**src/rtl/exp4_trena_rx_medida_pkg.sv**
```systemverilog
// ============================================================================
// Module   : exp4_trena_rx_medida_pkg
// Purpose  : State codes and ASCII constants for the trena serial receiver.
// Revision : 1.0
// ============================================================================
`default_nettype none

package exp4_trena_rx_medida_pkg;

  typedef enum logic [3:0] {
    INICIAL     = 4'd0,
    ESPERA_D0   = 4'd1,
    ESPERA_D1   = 4'd2,
    ESPERA_D2   = 4'd3,
    ESPERA_TERM = 4'd4,
    PRONTO      = 4'd5,
    ERRO        = 4'd6
  } estado_t;

  localparam logic [6:0] c_ASCII_0    = 7'h30;
  localparam logic [6:0] c_ASCII_9    = 7'h39;
  localparam logic [6:0] c_ASCII_TERM = 7'h23;

  function automatic logic eh_digito(input logic [6:0] c);
    return (c >= c_ASCII_0) && (c <= c_ASCII_9);
  endfunction

endpackage

`default_nettype wire

```
**src/rtl/exp4_trena_rx_medida.sv**
```systemverilog
// ============================================================================
// Module   : exp4_trena_rx_medida
// Purpose  : Assembles "DDD#" ASCII frames into a 3-digit BCD measurement.
// Revision : 1.0
// ============================================================================
`default_nettype none

module exp4_trena_rx_medida
  import exp4_trena_rx_medida_pkg::*;
#(
  parameter int         TIMEOUT_CICLOS = 500_000,
  parameter logic [6:0] TERMINADOR     = c_ASCII_TERM
) (
  input  logic        clock,
  input  logic        reset,
  input  logic [6:0]  dado_recebido,
  input  logic        pronto_recepcao,
  output logic [11:0] medida,
  output logic        pronto,
  output logic        erro,
  output logic [3:0]  db_erros,
  output logic [3:0]  db_estado
);

  localparam int                 c_CNT_W   = (TIMEOUT_CICLOS > 1) ? $clog2(TIMEOUT_CICLOS) : 1;
  localparam logic [c_CNT_W-1:0] c_CNT_MAX = c_CNT_W'(TIMEOUT_CICLOS - 1);

  estado_t            r_estado;
  estado_t            w_proximo;
  logic [3:0]         r_centenas;
  logic [3:0]         r_dezenas;
  logic [3:0]         r_unidades;
  logic [11:0]        r_medida;
  logic [3:0]         r_erros;
  logic [c_CNT_W-1:0] r_cnt;

  logic w_digito;
  logic w_term;
  logic w_conta_ativa;
  logic w_timeout;
  logic w_ld_c;
  logic w_ld_d;
  logic w_ld_u;
  logic w_ld_medida;

  assign w_digito      = eh_digito(dado_recebido);
  assign w_term        = (dado_recebido == TERMINADOR);
  assign w_conta_ativa = (r_estado == ESPERA_D1) || (r_estado == ESPERA_D2) ||
                         (r_estado == ESPERA_TERM);
  // A character arriving on the last allowed cycle beats the timeout.
  assign w_timeout     = w_conta_ativa && (r_cnt == c_CNT_MAX) && !pronto_recepcao;

  always_comb begin
    w_proximo   = r_estado;
    w_ld_c      = 1'b0;
    w_ld_d      = 1'b0;
    w_ld_u      = 1'b0;
    w_ld_medida = 1'b0;
    case (r_estado)
      INICIAL: w_proximo = ESPERA_D0;
      // PRONTO and ERRO evaluate incoming characters like ESPERA_D0 so none is lost.
      ESPERA_D0, PRONTO, ERRO: begin
        w_proximo = ESPERA_D0;
        if (pronto_recepcao) begin
          if (w_digito) begin
            w_ld_c    = 1'b1;
            w_proximo = ESPERA_D1;
          end else if (!w_term) begin
            w_proximo = ERRO;
          end
        end
      end
      ESPERA_D1: begin
        if (pronto_recepcao) begin
          if (w_digito) begin
            w_ld_d    = 1'b1;
            w_proximo = ESPERA_D2;
          end else begin
            w_proximo = ERRO;
          end
        end else if (w_timeout) begin
          w_proximo = ERRO;
        end
      end
      ESPERA_D2: begin
        if (pronto_recepcao) begin
          if (w_digito) begin
            w_ld_u    = 1'b1;
            w_proximo = ESPERA_TERM;
          end else begin
            w_proximo = ERRO;
          end
        end else if (w_timeout) begin
          w_proximo = ERRO;
        end
      end
      ESPERA_TERM: begin
        if (pronto_recepcao) begin
          if (w_term) begin
            w_ld_medida = 1'b1;
            w_proximo   = PRONTO;
          end else begin
            w_proximo = ERRO;
          end
        end else if (w_timeout) begin
          w_proximo = ERRO;
        end
      end
      default: w_proximo = INICIAL;
    endcase
  end

  always_ff @(posedge clock or negedge reset) begin
    if (!reset) begin
      r_estado <= INICIAL;
    end else begin
      r_estado <= w_proximo;
    end
  end

  always_ff @(posedge clock or negedge reset) begin
    if (!reset) begin
      r_centenas <= 4'h0;
      r_dezenas  <= 4'h0;
      r_unidades <= 4'h0;
    end else if (r_estado == INICIAL) begin
      r_centenas <= 4'h0;
      r_dezenas  <= 4'h0;
      r_unidades <= 4'h0;
    end else begin
      if (w_ld_c) r_centenas <= dado_recebido[3:0];
      if (w_ld_d) r_dezenas  <= dado_recebido[3:0];
      if (w_ld_u) r_unidades <= dado_recebido[3:0];
    end
  end

  always_ff @(posedge clock or negedge reset) begin
    if (!reset) begin
      r_cnt <= '0;
    end else if (pronto_recepcao || !w_conta_ativa) begin
      r_cnt <= '0;
    end else begin
      r_cnt <= r_cnt + 1'b1;
    end
  end

  // Loaded on the terminator edge so medida and pronto appear in the same cycle.
  always_ff @(posedge clock or negedge reset) begin
    if (!reset) begin
      r_medida <= 12'h000;
    end else if (w_ld_medida) begin
      r_medida <= {r_centenas, r_dezenas, r_unidades};
    end
  end

  always_ff @(posedge clock or negedge reset) begin
    if (!reset) begin
      r_erros <= 4'h0;
    end else if ((w_proximo == ERRO) && (r_erros != 4'hF)) begin
      r_erros <= r_erros + 4'h1;
    end
  end

  assign medida    = r_medida;
  assign pronto    = (r_estado == PRONTO);
  assign erro      = (r_estado == ERRO);
  assign db_erros  = r_erros;
  assign db_estado = (r_estado > ERRO) ? 4'hF : r_estado;

endmodule

`default_nettype wire

```
**config.mk**
```make
export PLATFORM = sky130hd
export DESIGN_NAME = exp4_trena_rx_medida
export DESIGN_NICKNAME = d
export VERILOG_FILES = /design/src/rtl/exp4_trena_rx_medida_pkg.sv /design/src/rtl/exp4_trena_rx_medida.sv
export SDC_FILE = /design/constraint.sdc
export NUM_CORES = 1
export LEC_CHECK = 0
export ABC_AREA = 1
export BUFFER_PORTS_ARGS = -buffer_cell sky130_fd_sc_hd__buf_2
export CORE_MARGIN = 2
export CORE_UTILIZATION = 52
export CTS_CLUSTER_DIAMETER = 80
export DETAILED_ROUTE_END_ITERATION = 8
export GPL_TIMING_DRIVEN = 0
export PLACE_DENSITY = 0.75
export REMOVE_ABC_BUFFERS = 1
export SYNTH_ARGS = -nofsm -noshare
export SYNTH_HDL_FRONTEND = slang
export SYNTH_SLANG_ARGS = --single-unit
```
**constraint.sdc**
```tcl
create_clock -name clock -period 1.4 [get_ports clock]
set_input_delay 0.14 -clock clock [delete_from_list [all_inputs] [get_ports clock]]
set_output_delay 0.14 -clock clock [all_outputs]
set_load 0.005 [all_outputs]
```
* Word-level counts from Yosys, hierarchy flattened
Index checks and enable logic that the tools add are counted.
** Storage, ports and cells
- Bits in registers :: 51
- Logic and storage cells :: 63
- Output and inout bits :: 22
- Input port bits :: 10
** Operators by class
- Add/sub/neg operators :: 2
- Equality and inequality tests :: 10
- $lt $le $gt $ge :: 3
- Reductions and logical operators :: 14
- Muxes and demuxes :: 27
** Operators with widths (count)
- 2-to-1 mux 4 bit :: 11
- one-hot mux 4 bit (5 select lines) :: 1
- adder 19 x 1 -> 19 bit, second input constant :: 1
- equality test 19 bit, second input constant :: 1
- 2-to-1 mux 19 bit :: 1
- equality test 4 x 3 -> 1 bit, second input constant :: 4
- 2-to-1 mux 3 bit :: 4
- equality test 4 x 2 -> 1 bit, second input constant :: 2
- 2-to-1 mux 1 bit :: 8
- equality test 7 x 6 -> 1 bit, second input constant :: 1
- >= comparator 7 x 6 -> 1 bit, second input constant :: 1
- less-or-equal comparator 7 x 6 -> 1 bit, second input constant :: 1
- nonzero test 2 bit :: 3
- adder 4 x 1 -> 4 bit, second input constant :: 1
- equality test 4 x 1 -> 1 bit, second input constant :: 1
- > comparator 4 x 3 -> 1 bit, second input constant :: 1
- logical AND 1 bit :: 4
- zero test 4 bit :: 1
- 2-to-1 mux 2 bit :: 2
- inequality test 4 bit, second input constant :: 1
- logical OR 1 bit :: 3
- OR reduction 3 bit :: 1
- zero test 1 bit :: 2

* Logic depth before layout (Yosys ltp)
- Depth after elaboration :: 10
- Gate-level depth with buffers :: 12
- Depth with buffers taken out :: 12

* Worst setup path before layout
OpenSTA, ideal clock, no wires.
- Path type :: flip-flop to flip-flop
- From :: register r_cnt[0]
- To :: register r_cnt[16]
- Setup time :: 0.119 ns
- Path buffers :: 0
- Data required time :: 1.281 ns
- Arrival :: 1.384 ns
- Cell stages (with the launch flop) :: 11
- Period minus slack after synthesis :: 1.503 ns
- Slack :: -0.103 ns
- Cell sequence :: dfrtp_1 ha_1 nand2_1 nor2_2 nand4_2 nor3_4 nand2_2 nor2_2 nand3_1 nand2_1 nor2_1
** On the way
- Word-level cells in the longest chain between the ends :: 2
** Ends and longest elaborated chain
- start: declaration :: line exp4_trena_rx_medida.sv:35 : logic [c_CNT_W-1:0] r_cnt;
- start signal: assignment :: line exp4_trena_rx_medida.sv:143 : r_cnt <= r_cnt + 1'b1;
- adder 19 x 1 -> 19 bit :: line exp4_trena_rx_medida.sv:143
- 2-to-1 mux 19 bit :: line exp4_trena_rx_medida.sv:140 : end else if (pronto_recepcao || !w_conta_ativa) begin
Every way passes these cells.
A chain may end at the register's enable or synchronous reset.

* Final worst setup path
- From :: register r_cnt[1]
- To :: register r_erros[0], in the netlist db_erros[0]
** On the way
- Word-level cells in the longest chain between the ends :: 8
- Elaborated cells on any way between the ends :: 10
- Those cells by class :: eq/ne (2); mux (5); reduce/logical (3)
** Ends and longest elaborated chain
- equality test 19 bit * :: line exp4_trena_rx_medida.sv:51 : assign w_timeout = w_conta_ativa && (r_cnt == c_CNT_MAX) && !pronto_recepcao;
- logical AND 1 bit * (2 in a row) :: line exp4_trena_rx_medida.sv:51
- 2-to-1 mux 4 bit * :: line exp4_trena_rx_medida.sv:81, exp4_trena_rx_medida.sv:93, exp4_trena_rx_medida.sv:105
- 2-to-1 mux 4 bit (on tied branches) :: line exp4_trena_rx_medida.sv:98, exp4_trena_rx_medida.sv:74, exp4_trena_rx_medida.sv:86
- one-hot mux 4 bit (5 select lines) * :: line exp4_trena_rx_medida.sv:59 : case (r_estado)
- named net w_proximo[1] :: line exp4_trena_rx_medida.sv:29 : estado_t w_proximo;
- equality test 4 x 3 -> 1 bit * :: line exp4_trena_rx_medida.sv:159 : end else if ((w_proximo == ERRO) && (r_erros != 4'hF)) begin
- logical AND 1 bit * :: line exp4_trena_rx_medida.sv:159
- end signal: assignment :: line exp4_trena_rx_medida.sv:160 : r_erros <= r_erros + 4'h1;
- end: declaration :: line exp4_trena_rx_medida.sv:34 : logic [3:0] r_erros;
The timed path passes the listed nets; every way through them passes the cells marked *.

==> flow_summary.yaml <==
layout:
  syn2layout_area_growth_pct: 30.5
  fin_nets: 361
  final_util_pct: 71.0
  drive_gt1_share_pct: 41.7
  diodes: 0
  n_fill_cell: 326
placement:
  numPortBuffers: 31
  gp_congestion: 0.777
  dpl.hpwl_mm: 3.52
floorplanning:
  die_w_um: 74.8
  chipHeight_um: 74.8
  initial_core_util_pct: 54.4
  rows: 25
  core_area_um2: 4790
  dieArea_um2: 5590
  ios: 32
cts:
  clkTransAtPathRegs_ns: 0.10
  cts_hold_buf: 0
  cts_buffer_depth: 2
  tritoncts: "done"
  numCtsBuffers: 5
  cts_root_buf: "clkbuf_8"
  clk_latency_ns: 0.31
  cts.sinks: 51
  htree_levels: 2
run_status:
  violations: "setup timing"
  run_status: "finished with violations"
critical_path:
  reg2reg_setup_slack_ns: -0.34
  cp_max_fo: 6
  critical_path_class: "reg2reg"
  worst_ep_required_time_ns: 1.61
  cp_top_family: "simple AND/OR/NAND/NOR gates"
  crit_buf_inv: 0
  slowest_delay_ns: 0.39
  crit_path_start_kind: "flip-flop"
  worstPathArrival_ns: 1.96
  crit_path_frequent_cell: "nand2_2"
  cp_cell_sequence: "ha_2 > nand2_2 > nor2_4 > nand3_2 > nor2_4 > nand2_2 > nand2_2 > nand2_2 > nand2_4 > nand3_4 > nand2_1 > nand2_1"
  critPathCaptureType: "flip-flop"
  cpMaxStageDelayCell: "dfrtp_1"
timing:
  worstMarginPinSlew_ns: 1.14
  fin_hold_ws_ns: 0.0446
  period_minus_slack_ns: 1.74
  finalClockSkew_ns: 0.00713
  timing.slew.headroom_pct: 24.0
  rsz0062_at_grt: "yes"
  max_clock_freq_mhz: 574
  setup_viol: 47
  hold_violations: 0
  fin_ws_ns: -0.343
  drv_slew: 0
  final.period_utilization_pct: 125
route:
  vias_per_cell: 5.20
  highest-signal-layer: "met4"
  wl_met1_mm: 2.66
  drtIter0Drc: 155
  wl_met3_um: 280
  drt_pre_antenna_iters: 4
  wire_per_inst_um: 14.3
  drt-total-wl_mm: 5.96
  via_count: 2167
  postRouteAntennaNets: 0
  drc: 0
  dr_wl_met2_mm: 2.87
global_route:
  grt_use_total_pct: 21.5
  grt_max_degree: 52
  overflow: 0
  grt_pass1_vias: 1932
  antenna_found_initial: 0
  grt_pass1_wl_mm: 9.16
synth:
  synth_seq_cells: 51
  ys_warn_count: 0
  avgSynthCellArea_um2: 9.10
  syn-cell-area_um2: 2600
  synth_cells: 286
  yosysSeqAreaShare_pct: 49.0
  synth.distinct_cells: 34
job:
  maxCapViolCount: 0
pwr:
  total_leakage_power_nw: 1.63
  irDropWorstVdd_mv: 0.781
  power_density_nw_per_um2: 1240
  total_power_mw: 4.22
min_path:
  min_path_type: "in2async"
-- cells in the final DEF, fill, tap and decap left out, drive strengths merged, types with 2 or more instances in the layout --
master,instances
o21ai,20
clkbuf,5
mux2,12
ha,2
nand4,8
a21oi,15
nor2,37
nor4,2
inv,33
buf,57
nor3,10
nand2,69
nand3,15
o21a,2
dfrtp,51
xnor2,2
xor2,3
-- metal layers --
| metal | vias to the layer above | GRT usage [%] |
|---|---|---|
| li1 | 1064 | - |
| met2 | 55 | 32.4 |
| met3 | 15 | 4.28 |
| met1 | 1033 | 31.1 |
| met4 | 0 | 7.94 |
| met5 | - | 0 |
-- power by group --
| group | internal [mW] | switching [mW] | leakage (nW) |
|---|---|---|---|
| Clock | 0.539 | 0.516 | 0.0548 |
| Combinational | 0.529 | 0.743 | 0.891 |
| Sequential | 1.70 | 0.198 | 0.684 |
| Total | 2.76 | 1.46 | 1.63 |
-- sequential cells by signal, summed over array words and instances, names as in the netlist --
register / flops
r_cnt: 19
r_centenas: 4
r_dezenas: 4
db_erros: 4
medida: 12
r_unidades: 4
r_estado: 4
-- cell type report --
cell class	instances	area, um2	share of cell area, %
clock buffers	5	68.8	2.03
clock inverters	3	46.3	1.36
flip-flops and latches	51	1280	37.8
inverters	33	139	4.09
well taps	67	83.8	2.47
repair buffers	57	395	11.6
multi-input cells	201	1380	40.7
-- kinds of logic (layout without fill, tap and decap cells) --
| kind of cell | count (synthesis) | in the layout | synth area share, % |
|---|---|---|---|
| buffers and inverters | 35 | 98 | 5.38 |
| adder cells (fa/ha/maj) | 2 | 2 | 0.961 |
| other | 1 | 1 | 0.144 |
| AND/OR/NAND/NOR | 140 | 141 | 27.0 |
| multiplexers | 12 | 12 | 6.49 |
| AO/OA/AOI/OAI | 40 | 40 | 9.37 |
| flip-flops | 51 | 51 | 49.0 |
| XOR/XNOR | 5 | 5 | 1.68 |
-- cell usage after synthesis, drive strengths merged --
cell,n,area (um2)
nand3,14,100
nor3,10,77.6
nor4,2,12.5
mux2,12,169
o2111ai,1,8.76
o2111a,1,11.3
conb,1,3.75
dfrtp,51,1280
xor2,3,26.3
nand2,69,289
nor2,37,166
o21a,2,15.0
a21oi,15,97.6
nand4,8,56.3
ha,2,25.0
o21bai,1,11.3
xnor2,2,17.5
o21ai,20,100
inv,33,124
buf,2,16.3
-- per-stage QoR --
step                cell area [um2]  worst slack [ns]  TNS [ns]  instances
floorplan                      2590            -0.133    -0.946        284
global placement               2830            -0.383     -5.96        382
detailed placement             2830            -0.398     -6.27        382
CTS                            3190            -0.244     -2.70        406
global route                   3400            -0.410     -8.79        417
finish                         3400            -0.343     -5.41        417
-- path summary, 6_finish.rpt --
kind | start | cells after the start | to
min in group clock | dado_recebido[0] | 3 | r_centenas[0]$_DFFE_PN0P_
worst max-delay path | r_cnt[1]$_DFF_PN0_ | 12 | db_erros[0]$_DFFE_PN0P_
max in group asynchronous | reset | 1 | r_cnt[13]$_DFF_PN0_
worst min register to register | r_dezenas[3]$_DFFE_PN0P_ | 2 | r_dezenas[3]$_DFFE_PN0P_
worst min-delay path | reset | 1 | r_cnt[10]$_DFF_PN0_
worst max register to register | r_cnt[1]$_DFF_PN0_ | 12 | db_erros[0]$_DFFE_PN0P_
-- timing repair --
item | 4_1_cts | 5_1_grt
setup buffers | 15 | 13
gates resized for setup | 37 | 39
endpoints found under the hold margin | 0 | 0
gates cloned | 1 | 0
setup endpoints to repair | 46 | 50
pin swaps | 9 | 17
-- worst reg2reg max path, cell delays in order, from the launching register on --
cell and delay, ns:
dfrtp_1 0.39, ha_2 0.22, nand2_2 0.08, nor2_4 0.15, nand3_2 0.11, nor2_4 0.14
nand2_2 0.08, nand2_2 0.08, nand2_2 0.07, nand2_4 0.12, nand3_4 0.10, nand2_1 0.07
nand2_1 0.05
Power figures use the tool's default switching activity.
